### src/rtl/switch_debounce_pkg.sv
// switch_debounce_pkg: shared constants and helpers for the switch debouncer
package switch_debounce_pkg;
  localparam int DEFAULT_DEBOUNCE_LIMIT = 250000;
  localparam int SIM_DEBOUNCE_LIMIT = 8;
  localparam int DEFAULT_SYNC_STAGES = 2;
  function automatic int cnt_width(input int limit);
    return $clog2(limit);
  endfunction
endpackage

### src/rtl/switch_debounce_if.sv
// switch_debounce_if: raw switch inputs and debounced outputs for NUM_SW channels
//   sw    raw asynchronous switch pins (driven by master)
//   level debounced level, press/rel one-cycle strobes, led LED drive (driven by slave)
interface switch_debounce_if #(parameter int NUM_SW = 4);
  logic [NUM_SW-1:0] sw;
  logic [NUM_SW-1:0] level;
  logic [NUM_SW-1:0] press;
  logic [NUM_SW-1:0] rel;
  logic [NUM_SW-1:0] led;
  modport master (output sw, input level, press, rel, led);
  modport slave (input sw, output level, press, rel, led);
endinterface

### src/rtl/switch_debounce_channel.sv
// debounce_channel: one switch channel - synchroniser, stability counter, level and strobes
//   clk, rst_n (async active-low), sw raw pin; level debounced, press/rel registered strobes
module debounce_channel import switch_debounce_pkg::*; #(
  parameter int DEBOUNCE_LIMIT = DEFAULT_DEBOUNCE_LIMIT,
  parameter int SYNC_STAGES = DEFAULT_SYNC_STAGES
) (
  input  logic clk,
  input  logic rst_n,
  input  logic sw,
  output logic level,
  output logic press,
  output logic rel
);
  localparam int CW = cnt_width(DEBOUNCE_LIMIT);
  localparam logic [CW-1:0] LAST = CW'(DEBOUNCE_LIMIT - 1);
  logic [SYNC_STAGES-1:0] sync_q;
  logic [CW-1:0] cnt;
  logic sync, done;
  assign sync = sync_q[SYNC_STAGES-1];
  // the synced level has differed for DEBOUNCE_LIMIT consecutive cycles
  assign done = (sync != level) && (cnt == LAST);
  always_ff @(posedge clk or negedge rst_n) begin
    if (!rst_n) begin
      sync_q <= '0;
      cnt <= '0;
      level <= 1'b0;
      press <= 1'b0;
      rel <= 1'b0;
    end else begin
      sync_q <= {sync_q[SYNC_STAGES-2:0], sw};
      cnt <= (sync == level || done) ? '0 : cnt + 1'b1;
      level <= done ? sync : level;
      press <= done & sync;
      rel <= done & ~sync;
    end
  end
endmodule

### src/rtl/switch_debounce.sv
// switch_debounce: synchronise and debounce NUM_SW push-switches, drive LEDs
//   clk, rst_n (async active-low); bus (slave): sw in, level/press/rel/led out
//   SWITCH_DEBOUNCE_TOGGLE_EN defined: led toggles on each release strobe; else led = level
module switch_debounce import switch_debounce_pkg::*; #(
  parameter int NUM_SW = 4,
  parameter int DEBOUNCE_LIMIT = DEFAULT_DEBOUNCE_LIMIT,
  parameter int SYNC_STAGES = DEFAULT_SYNC_STAGES
) (
  input logic clk,
  input logic rst_n,
  switch_debounce_if.slave bus
);
  logic [NUM_SW-1:0] level, press, rel;
  if (DEBOUNCE_LIMIT < 2 || SYNC_STAGES < 2) begin : g_bad_param
    $error("switch_debounce: DEBOUNCE_LIMIT and SYNC_STAGES must both be >= 2");
  end
  for (genvar n = 0; n < NUM_SW; n++) begin : g_ch
    debounce_channel #(.DEBOUNCE_LIMIT(DEBOUNCE_LIMIT), .SYNC_STAGES(SYNC_STAGES)) u_ch (
      .clk(clk),
      .rst_n(rst_n),
      .sw(bus.sw[n]),
      .level(level[n]),
      .press(press[n]),
      .rel(rel[n])
    );
  end
  assign bus.level = level;
  assign bus.press = press;
  assign bus.rel = rel;
`ifdef SWITCH_DEBOUNCE_TOGGLE_EN
  logic [NUM_SW-1:0] led_q;
  always_ff @(posedge clk or negedge rst_n) begin
    if (!rst_n) led_q <= '0;
    else led_q <= led_q ^ rel;
  end
  assign bus.led = led_q;
`else
  assign bus.led = level;
`endif
endmodule

### src/flat_wrapper.sv
// flat-port wrapper written by rule: the top's interface ports become plain ports
module switch_debounce_flat import switch_debounce_pkg::*;
#(
  parameter int NUM_SW = 4,
  parameter int DEBOUNCE_LIMIT = DEFAULT_DEBOUNCE_LIMIT,
  parameter int SYNC_STAGES = DEFAULT_SYNC_STAGES
)
  (clk, rst_n, bus_sw, bus_level, bus_press, bus_rel, bus_led);
  switch_debounce_if #(.NUM_SW(NUM_SW)) bus_i ();
  input logic clk;
  input logic rst_n;
  input wire logic [$bits(bus_i.sw)-1:0] bus_sw;
  output wire logic [$bits(bus_i.level)-1:0] bus_level;
  output wire logic [$bits(bus_i.press)-1:0] bus_press;
  output wire logic [$bits(bus_i.rel)-1:0] bus_rel;
  output wire logic [$bits(bus_i.led)-1:0] bus_led;
  assign bus_i.sw = bus_sw;
  assign bus_level = bus_i.level;
  assign bus_press = bus_i.press;
  assign bus_rel = bus_i.rel;
  assign bus_led = bus_i.led;
  switch_debounce #(.NUM_SW(NUM_SW), .DEBOUNCE_LIMIT(DEBOUNCE_LIMIT), .SYNC_STAGES(SYNC_STAGES)) u_core (.clk(clk), .rst_n(rst_n), .bus(bus_i));
endmodule
### config.mk
export PLATFORM = sky130hd
export DESIGN_NAME = switch_debounce_flat
export DESIGN_NICKNAME = d
export VERILOG_FILES = /design/src/rtl/switch_debounce_pkg.sv /design/src/rtl/switch_debounce_if.sv /design/src/rtl/switch_debounce_channel.sv /design/src/rtl/switch_debounce.sv /design/src/flat_wrapper.sv
export SDC_FILE = /design/constraint.sdc
export NUM_CORES = 1
export LEC_CHECK = 0
export BUFFER_PORTS_ARGS = -buffer_cell sky130_fd_sc_hd__buf_2
export CAP_MARGIN = 20
export CORE_MARGIN = 5
export CORE_UTILIZATION = 40
export DETAILED_ROUTE_END_ITERATION = 8
export GPL_TIMING_DRIVEN = 0
export PLACE_DENSITY = 0.56
export SYNTH_ARGS = -nofsm -noshare
export SYNTH_HDL_FRONTEND = slang
export SYNTH_SLANG_ARGS = --single-unit
### constraint.sdc
create_clock -name clk -period 2.6 [get_ports clk]
set_input_delay 0.13 -clock clk [delete_from_list [all_inputs] [get_ports clk]]
set_output_delay 0.13 -clock clk [all_outputs]
set_load 0.05 [all_outputs]
# After elaboration in Yosys (flattened, before gate mapping)
# Cells that the tools add are included.
# word_totals
regBits,92
word_cells,60
# classes
add_sub_neg,4
n_reduce_logical,8
muxes,4
eq_ne,12
bitwise_logic,12
# op_table
op,n
"adder 18 x 1 -> 18 bit, second input constant",4
"equality test 18 bit, second input constant",4
2-to-1 mux 18 bit,4
AND 1 bit,8
equality test 1 bit,4
logical AND 1 bit,4
logical OR 1 bit,4
!= test 1 bit,4
NOT 1 bit,4

# Logic depth before layout (Yosys ltp)
# Gate-level depths: netlist (run 1).
# logic_depth
word_depth,4
mapped_depth,6

# Cells and area by module
# A second synthesis (run 1) with hierarchy kept.
# unflattened
cells_unflattened,406
area_unflattened_um2,4291.6
# modules_own_cells
mod,area_per_inst_um2,cells_per_inst,seq_area_each_um2,n_inst
debounce_channel at u_core.g_ch[0].u_ch ...,1068.5,101,575.6,3
debounce_channel at u_core.g_ch[1].u_ch,1056.0,99,575.6,1
switch_debounce,30.0,4,0.0,1

# Least setup slack after synthesis (run 1)
# OpenSTA, ideal clock, no wires.
# synth_path
path_kind,reg2reg
start,reg u_core.g_ch[2].u_ch.cnt[10]
end,reg u_core.g_ch[2].u_ch.level
path_stages_with_launch,5
n_path_buf,0
t_arrival_ns,1.744
path_slack_ns,0.731
path_cell_list,dfrtp_1 -> nor4_2 -> nand4_2 -> or4_4 -> mux2_4
# synth_via
elab_chain_len,2
# synth_rtl
item,line,rtl
from (decl),switch_debounce_channel.sv:17,logic [CW-1:0] cnt;
from (signal assigned),switch_debounce_channel.sv:31,cnt <= (sync == level || done) ? '0 : cnt + 1'b1;
equality test 18 bit,switch_debounce_channel.sv:21,assign done = (sync != level) && (cnt == LAST);
logical AND 1 bit,switch_debounce_channel.sv:21,
to (signal assigned),switch_debounce_channel.sv:32,level <= done ? sync : level;
to (decl),switch_debounce_channel.sv:10,"output logic level,"
# Every way passes these cells.
# A chain may end at the register's enable or synchronous reset.

# Worst setup path after layout (run 1)
# layout_path
start,reg u_core.g_ch[0].u_ch.cnt[0]
end,reg u_core.g_ch[0].u_ch.cnt[14]
# layout_via
elab_chain_len,4
elab_cells_between_ends,5
classes_between,add/sub: 1; eq/ne: 1; mux: 1; reduce/logical: 2
# layout_rtl
item,line
from (decl),switch_debounce_channel.sv:17
from (signal assigned),switch_debounce_channel.sv:31
branches (longest 3 deep; another with adder 18 x 1 -> 18 bit),n/a
2-to-1 mux 18 bit (*),switch_debounce_channel.sv:31
# Every way passes the cells marked *.

==> reports/metrics.yaml, run 1 <==
yosys:
  synth_simple_gate_area_share: 0.257
  synthCells: 422
  yosys.area.top_type: "dfrtp_1"
  synthAdderAreaFrac: 0.0114
  synth_top_family_by_area: "simple AND/OR/NAND/NOR gates"
  synth_top_area_share: 0.523
  synth_area_leaders: "dfrtp_1, xnor2_1, nor2_1, nand3_1, nor4_1"
  ys_ff_latch: 92
  synth_compound_area_frac: 0.0304
  yosys_warnings: 0
  syn_avg_cell_area_sq_um: 10.4
  ys_types: 39
  synth-async-reset-ratio: 1.00
  synth_edf_count: 0
  synth_mux_area_frac: 0.0134
  seq_area_frac_synth: 0.523
  synth_flop_cell: "dfrtp_1"
  synth_fp_nets: 432
  syn_area_sq_um: 4400
  synth_xor_area_frac: 0.123
timing:
  rsz0062_at_grt: "no"
  drv_slew: 0
  fin_skew_ns: 0.00688
  post-route-period-util: 0.834
  relSlewSlack: 0.563
  clock.fmax_mhz: 461
  setup_viol_count_final: 0
  period_needed_ns: 2.17
  tns_ns: 0
  hold_violations: 0
  worstMarginPinSlew_ns: 0.648
detailed_routing:
  drcViolationCount: 0
  final_antenna_net_count: 0
  via_count: 3064
  wl_per_cell_microns: 13.5
  routed_wl_microns: 8110
  drtPass1Iterations: 4
  drt_iter0_markers: 183
  vias_per_cell: 5.08
grt:
  grt_max_degree: 69
  track_usage: 0.136
  grt_pass1_vias: 3128
  antenna_found_initial: 0
  grt_remaining_overflow: 0
  grt_first_pass_wirelength_microns: 14600
pwr:
  power.leakage_nw: 2.07
  switching_share: 0.213
  p_sw_mw: 0.554
  ir_drop_mv: 0.301
  finalPower_mw: 2.60
  pwr-share-comb: 0.037
  p_int_mw: 2.04
  clock_power_share: 0.397
  powerDensity_nw_per_um2: 523
  p_seq_frac: 0.566
clock_tree:
  cts_buffer_depth: 2
  ctsResizeCount: 0
  cts_hold_buffers: 5
  cts_buffers: 9
  cts_root_buf: "clkbuf_8"
  clk_latency_ns: 0.36
  cts.sinks: 92
  clkTransAtPathRegs_ns: 0.09
  cts_tree: "done"
  cts_setup_buffers: 0
  htree_levels: 3
setup_path:
  crit_path_max_incr_delay_ns: 0.70
  cp_max_fo: 10
  startpoint_type: "flip-flop"
  endpoint_kind: "flip-flop"
  required_ns: 2.84
  path_delay_family: "compound AO/OA/AOI/OAI gates"
  crit_slowest_cell: "o41ai_2"
  arrival_ns: 2.41
  worstPathCellList: "ha_1 -> nand4_1 -> o41ai_2 -> buf_2 -> nor2_1"
  cp_num_buf_inv: 1
  path_class: "flip-flop to flip-flop"
layout:
  drive_gt1_frac: 0.151
  final_area_sq_um: 4970
  area_delta_synth_final_pct: 12.9
  fillerInstances: 1021
  final_cell_mix: "dfrtp_1, nor2_1, xnor2_1, nand3_1, buf_2"
  fin_nets: 470
  num_antenna_cells: 0
  final_common_cell: "dfrtp_1"
floorplanning:
  fp.dieW_microns: 115
  initial_core_util: 0.408
  fp.dieH_microns: 115
  die_area_sq_um: 13200
  rows: 38
  core_sq_um: 10800
  num_io_pins: 22
hold_path:
  hold_path_class: "primary input to asynchronous set/reset pin"
outcome:
  status: "finished clean"
placement:
  gp_congestion: 0.820
  hpwl_microns: 5530
  place_area_sq_um: 4710
  io_buffers: 21
flow_run:
  maxCapViolations: 0
## metal layers
metal | global-route usage | share of wire | vias up
li1 | - | - | 1532
met1 | 0.183 | 0.50 | 1487
met2 | 0.212 | 0.45 | 40
met3 | 0.0447 | 0.040 | 5
met4 | 0.0368 | 0.0089 | 0
met5 | 0 | 0 | -
## cells in the mapped netlist, drive strengths merged (2+ instances only)
| library cell | number |
|---|---|
| a21oi | 5 |
| and3 | 6 |
| and4 | 4 |
| buf | 19 |
| clkbuf | 2 |
| dfrtp | 92 |
| ha | 4 |
| inv | 10 |
| mux2 | 4 |
| nand2 | 17 |
| nand3 | 26 |
| nand4 | 22 |
| nand4b | 3 |
| nor2 | 76 |
| nor3 | 15 |
| nor3b | 10 |
| nor4 | 21 |
| o21ai | 6 |
| o41ai | 3 |
| or3 | 4 |
| or4 | 5 |
| xnor2 | 50 |
| xor2 | 12 |
## power groups by stage
stage | logic, mW | clock network, mW | registers, mW
2_1_floorplan | 0.0422 | 0 | 1.50
3_3_place_gp | 0.0870 | 0 | 1.50
3_5_place_dp | 0.0938 | 0 | 1.50
4_1_cts | 0.0999 | 1.09 | 1.47
5_1_grt | 0.112 | 1.14 | 1.47
6_report | 0.0954 | 1.03 | 1.47
## cells by family (layout without fill, tap and decap cells)
kind of cell / count (synthesis) / after routing
buffers and inverters: 31 / 72
xor gates and xnor gates: 62 / 62
adders and majority gates: 4 / 4
AOI/OAI and AO/OA: 15 / 15
and+or+nand+nor: 213 / 213
DFF: 92 / 92
muxes: 5 / 5
## final cells by class
cell class                 instances  area [sq um]  area share
sequential                        92          2300       0.464
multi-input combinational        299          1920       0.386
timing repair buffer              27           185      0.0373
tap                              140           175      0.0353
clock buffer                      12           145      0.0292
buffer                            21           143      0.0287
clock inverter                     2          60.1      0.0121
inverter                          10          37.5     0.00756
## worst register-to-register path, delay by kind of cell (launching register included)
| family | cells | cell delay (ns) |
|---|---|---|
| compound gates | 1 | 0.70 |
| fa+ha+maj | 1 | 0.22 |
| buf+inv | 1 | 0.34 |
| flops | 1 | 0.40 |
| simple gates | 2 | 0.40 |
## per-stage QoR
| step | hold slack [ns] | std cells | util | setup WS (ns) |
|---|---|---|---|---|
| after floorplan | -0.166 | 422 | - | 0.731 |
| after CTS | 0.201 | 603 | 0.460 | 0.421 |
| after detailed placement | 0.0685 | 584 | 0.436 | 0.436 |
| final | 0.206 | 603 | 0.460 | 0.432 |
| after global placement | 0.239 | 583 | 0.434 | 0.411 |
| after global routing | 0.220 | 603 | 0.460 | 0.236 |
## sequential cells by signal, summed over array words and instances (netlist names)
register,count
u_core.g_ch.u_ch.rel,4
u_core.g_ch.u_ch.sync_q,8
u_core.g_ch.u_ch.press,4
u_core.g_ch.u_ch.cnt,72
u_core.g_ch.u_ch.level,4
## worst paths after layout
path | startpoint | end | slack (ns) | depth (start not counted)
max | u_core.g_ch[0].u_ch.cnt[0] | u_core.g_ch[0].u_ch.cnt[14] | 0.43 | 5
min | rst_n | u_core.g_ch[2].u_ch.cnt[12] | 0.21 | 2
max reg2reg | u_core.g_ch[0].u_ch.cnt[0] | u_core.g_ch[0].u_ch.cnt[14] | 0.43 | 5
min reg2reg | u_core.g_ch[1].u_ch.sync_q[0] | u_core.g_ch[1].u_ch.sync_q[1] | 0.35 | 0
max in group asynchronous | rst_n | u_core.g_ch[0].u_ch.level | 1.76 | 3
min in group clk | u_core.g_ch[1].u_ch.sync_q[0] | u_core.g_ch[1].u_ch.sync_q[1] | 0.35 | 0
No activity file was read; power rests on OpenSTA's default activity.
==> run 2: changes to the inputs <==
clock period = 2.2 ns   (was 2.6 ns; I/O delays follow)
==> run 2 against run 1 <==
Effect of this change:
- wire length is 1.0% higher
- worst setup slack worse by 0.29 ns
- combinational power is 24% higher
- fmax rose by 5.2%
- critical path depth is the same
==> reports/metrics.yaml, run 2 (synthesized netlist as in run 1, its figures left out) <==
placement:
  dp_slack_ns: 0.0358  # -0.400 ns
  gp_congestion: 0.820  # unchanged
  hpwl_microns: 5530  # unchanged
  io_buffers: 21  # unchanged
  place_area_sq_um: 4710  # unchanged
clock_tree:
  cts.sinks: 92  # unchanged
  clk_latency_ns: 0.36  # about the same
  cts_tree: "done"
  cts_buffer_depth: 2  # unchanged
  htree_levels: 3  # unchanged
  cts_buffers: 9  # unchanged
  clkTransAtPathRegs_ns: 0.09  # about the same
  cts_root_buf: "clkbuf_8"
layout:
  largest_reg_flops: 72  # unchanged
  reg_top3: "u_core.g_ch.u_ch.cnt (72), u_core.g_ch.u_ch.sync_q (8)"
  final_cell_mix: "dfrtp_1, nor2_1, xnor2_1, nand3_1, buf_2"
  final_area_sq_um: 5000  # +0.71%
  num_antenna_cells: 0  # unchanged
  drive_gt1_frac: 0.159  # +0.00761
  multi_input_area_sq_um: 1930  # +0.59%
  area_delta_synth_final_pct: 13.6
  final_common_cell: "dfrtp_1"
  largest-register: "u_core.g_ch.u_ch.cnt"
  fin_nets: 473  # +0.64%
  seq_area_sq_um: 2300  # unchanged
  fillerInstances: 1018  # -0.29%
timing:
  worstMarginPinSlew_ns: 0.570  # -0.0783 ns
  clock.fmax_mhz: 485  # +5.2%
  rsz0062_at_grt: "no"
  hold_violations: 0  # unchanged
  period_needed_ns: 2.06  # -0.107 ns
  finalWorstSetupSlack_ns: 0.139  # -0.293 ns
  drv_slew: 0  # unchanged
  post-route-period-util: 0.937  # +0.103
  tns_ns: 0  # unchanged
  fin_skew_ns: 0.00696  # +0.0000813 ns
  setup_viol_count_final: 0  # unchanged
  relSlewSlack: 0.617  # +0.0544
  holdWs_ns: 0.185  # -0.0210 ns
floorplanning:
  rows: 38  # unchanged
  fp.dieW_microns: 115  # unchanged
  fp.dieH_microns: 115  # unchanged
  core_sq_um: 10800  # unchanged
  die_area_sq_um: 13200  # unchanged
  initial_core_util: 0.408  # unchanged
  num_io_pins: 22  # unchanged
pwr:
  power.leakage_nw: 2.11  # +1.6%
  powerDensity_nw_per_um2: 615  # +18%
  ir_drop_mv: 0.355  # +18%
  finalPower_mw: 3.07  # +18%
grt:
  grt_pass1_vias: 3128  # unchanged
  grt_max_degree: 69  # unchanged
  antenna_found_initial: 0  # unchanged
  track_usage: 0.136  # unchanged
  grt_first_pass_wirelength_microns: 14600  # unchanged
  grt_remaining_overflow: 0  # unchanged
setup_path:
  required_ns: 2.45  # -0.39 ns
  arrival_ns: 2.31  # -0.10 ns
  endpoint_kind: "flip-flop"
  startpoint_type: "flip-flop"
  path_class: "flip-flop to flip-flop"
  crit_start: "u_core.g_ch[2].u_ch.cnt[10]"
  rr_startpoint: "u_core.g_ch[2].u_ch.cnt[10]"
  cp_max_fo: 10  # unchanged
detailed_routing:
  drtPass1Iterations: 6  # +2
  drt_iter0_markers: 188  # +2.7%
  vias_per_cell: 5.11  # +0.54%
  final_antenna_net_count: 0  # unchanged
  wl_per_cell_microns: 13.5  # +0.54%
  via_count: 3096  # +1.0%
  drcViolationCount: 0  # unchanged
  routed_wl_microns: 8200  # +1.0%
hold_path:
  hold_path_class: "primary input to asynchronous set/reset pin"
outcome:
  status: "finished clean"
flow_run:
  maxCapViolations: 0  # unchanged
## run 2: cell types whose count changed in the layout (fill, tap and decap cells not counted), sizes merged
cell  delta
buf      +3
## run 2: what timing repair did
| item | CTS | global route |
|---|---|---|
| hold endpoints to repair | 28 | 0 |
| buffers inserted | 0 | 3 |
| resized for setup | 0 | 3 |
| endpoints found under the setup margin | 0 | 30 |
| hold buffers | 5 | 0 |
## run 2: final cells by class
cell class | instances | share of cell area
Inverter | 10 | 0.00751
Buffer | 21 | 0.0288
Multi-Input combinational cell | 299 | 0.386
Sequential cell | 92 | 0.460
Timing Repair Buffer | 30 | 0.0415
Clock buffer | 12 | 0.0290
Clock inverter | 2 | 0.0120
Tap cell | 140 | 0.0350
## run 2: routing by layer
layer  share of wire  global-route usage  up-vias
met5               0                   0        -
met4          0.0056              0.0368        0
met3           0.042              0.0447        4
met2            0.46               0.212       47
met1            0.49               0.183     1508
li1                -                   -     1537
## run 2: metrics by stage
| stage | utilization | instances |
|---|---|---|
| final | 0.463 | 606 |
| after global routing | 0.463 | 606 |
| after CTS | 0.460 | 603 |
| after detailed placement | 0.436 | 584 |
| after global placement | 0.434 | 583 |
| after floorplan | - | 422 |
## run 2: path summary, 6_finish.rpt
check                           cells past startpoint  slack, ns                             to
max in group asynchronous                           3       1.38      u_core.g_ch[0].u_ch.level
worst max-delay path                                5       0.14    u_core.g_ch[2].u_ch.cnt[10]
worst max register to register                      5       0.14    u_core.g_ch[2].u_ch.cnt[10]
worst min-delay path                                2       0.19    u_core.g_ch[2].u_ch.cnt[12]
worst min register to register                      0       0.35  u_core.g_ch[1].u_ch.sync_q[1]
min in group clk                                    0       0.35  u_core.g_ch[1].u_ch.sync_q[1]
## run 2: where the power goes
part	total (mW)	switching, mW	internal (mW)
clock network	1.22	0.559	0.660
registers	1.74	0.0233	1.71
logic	0.118	0.0731	0.0449
total	3.07	0.655	2.42
## run 2: critical path, stage by stage, from the launching register on
cell and delay, ns:
dfrtp_1 0.45, nor4_2 0.32, nand4_2 0.18, o41ai_4 0.59, buf_2 0.33, nor2_1 0.08
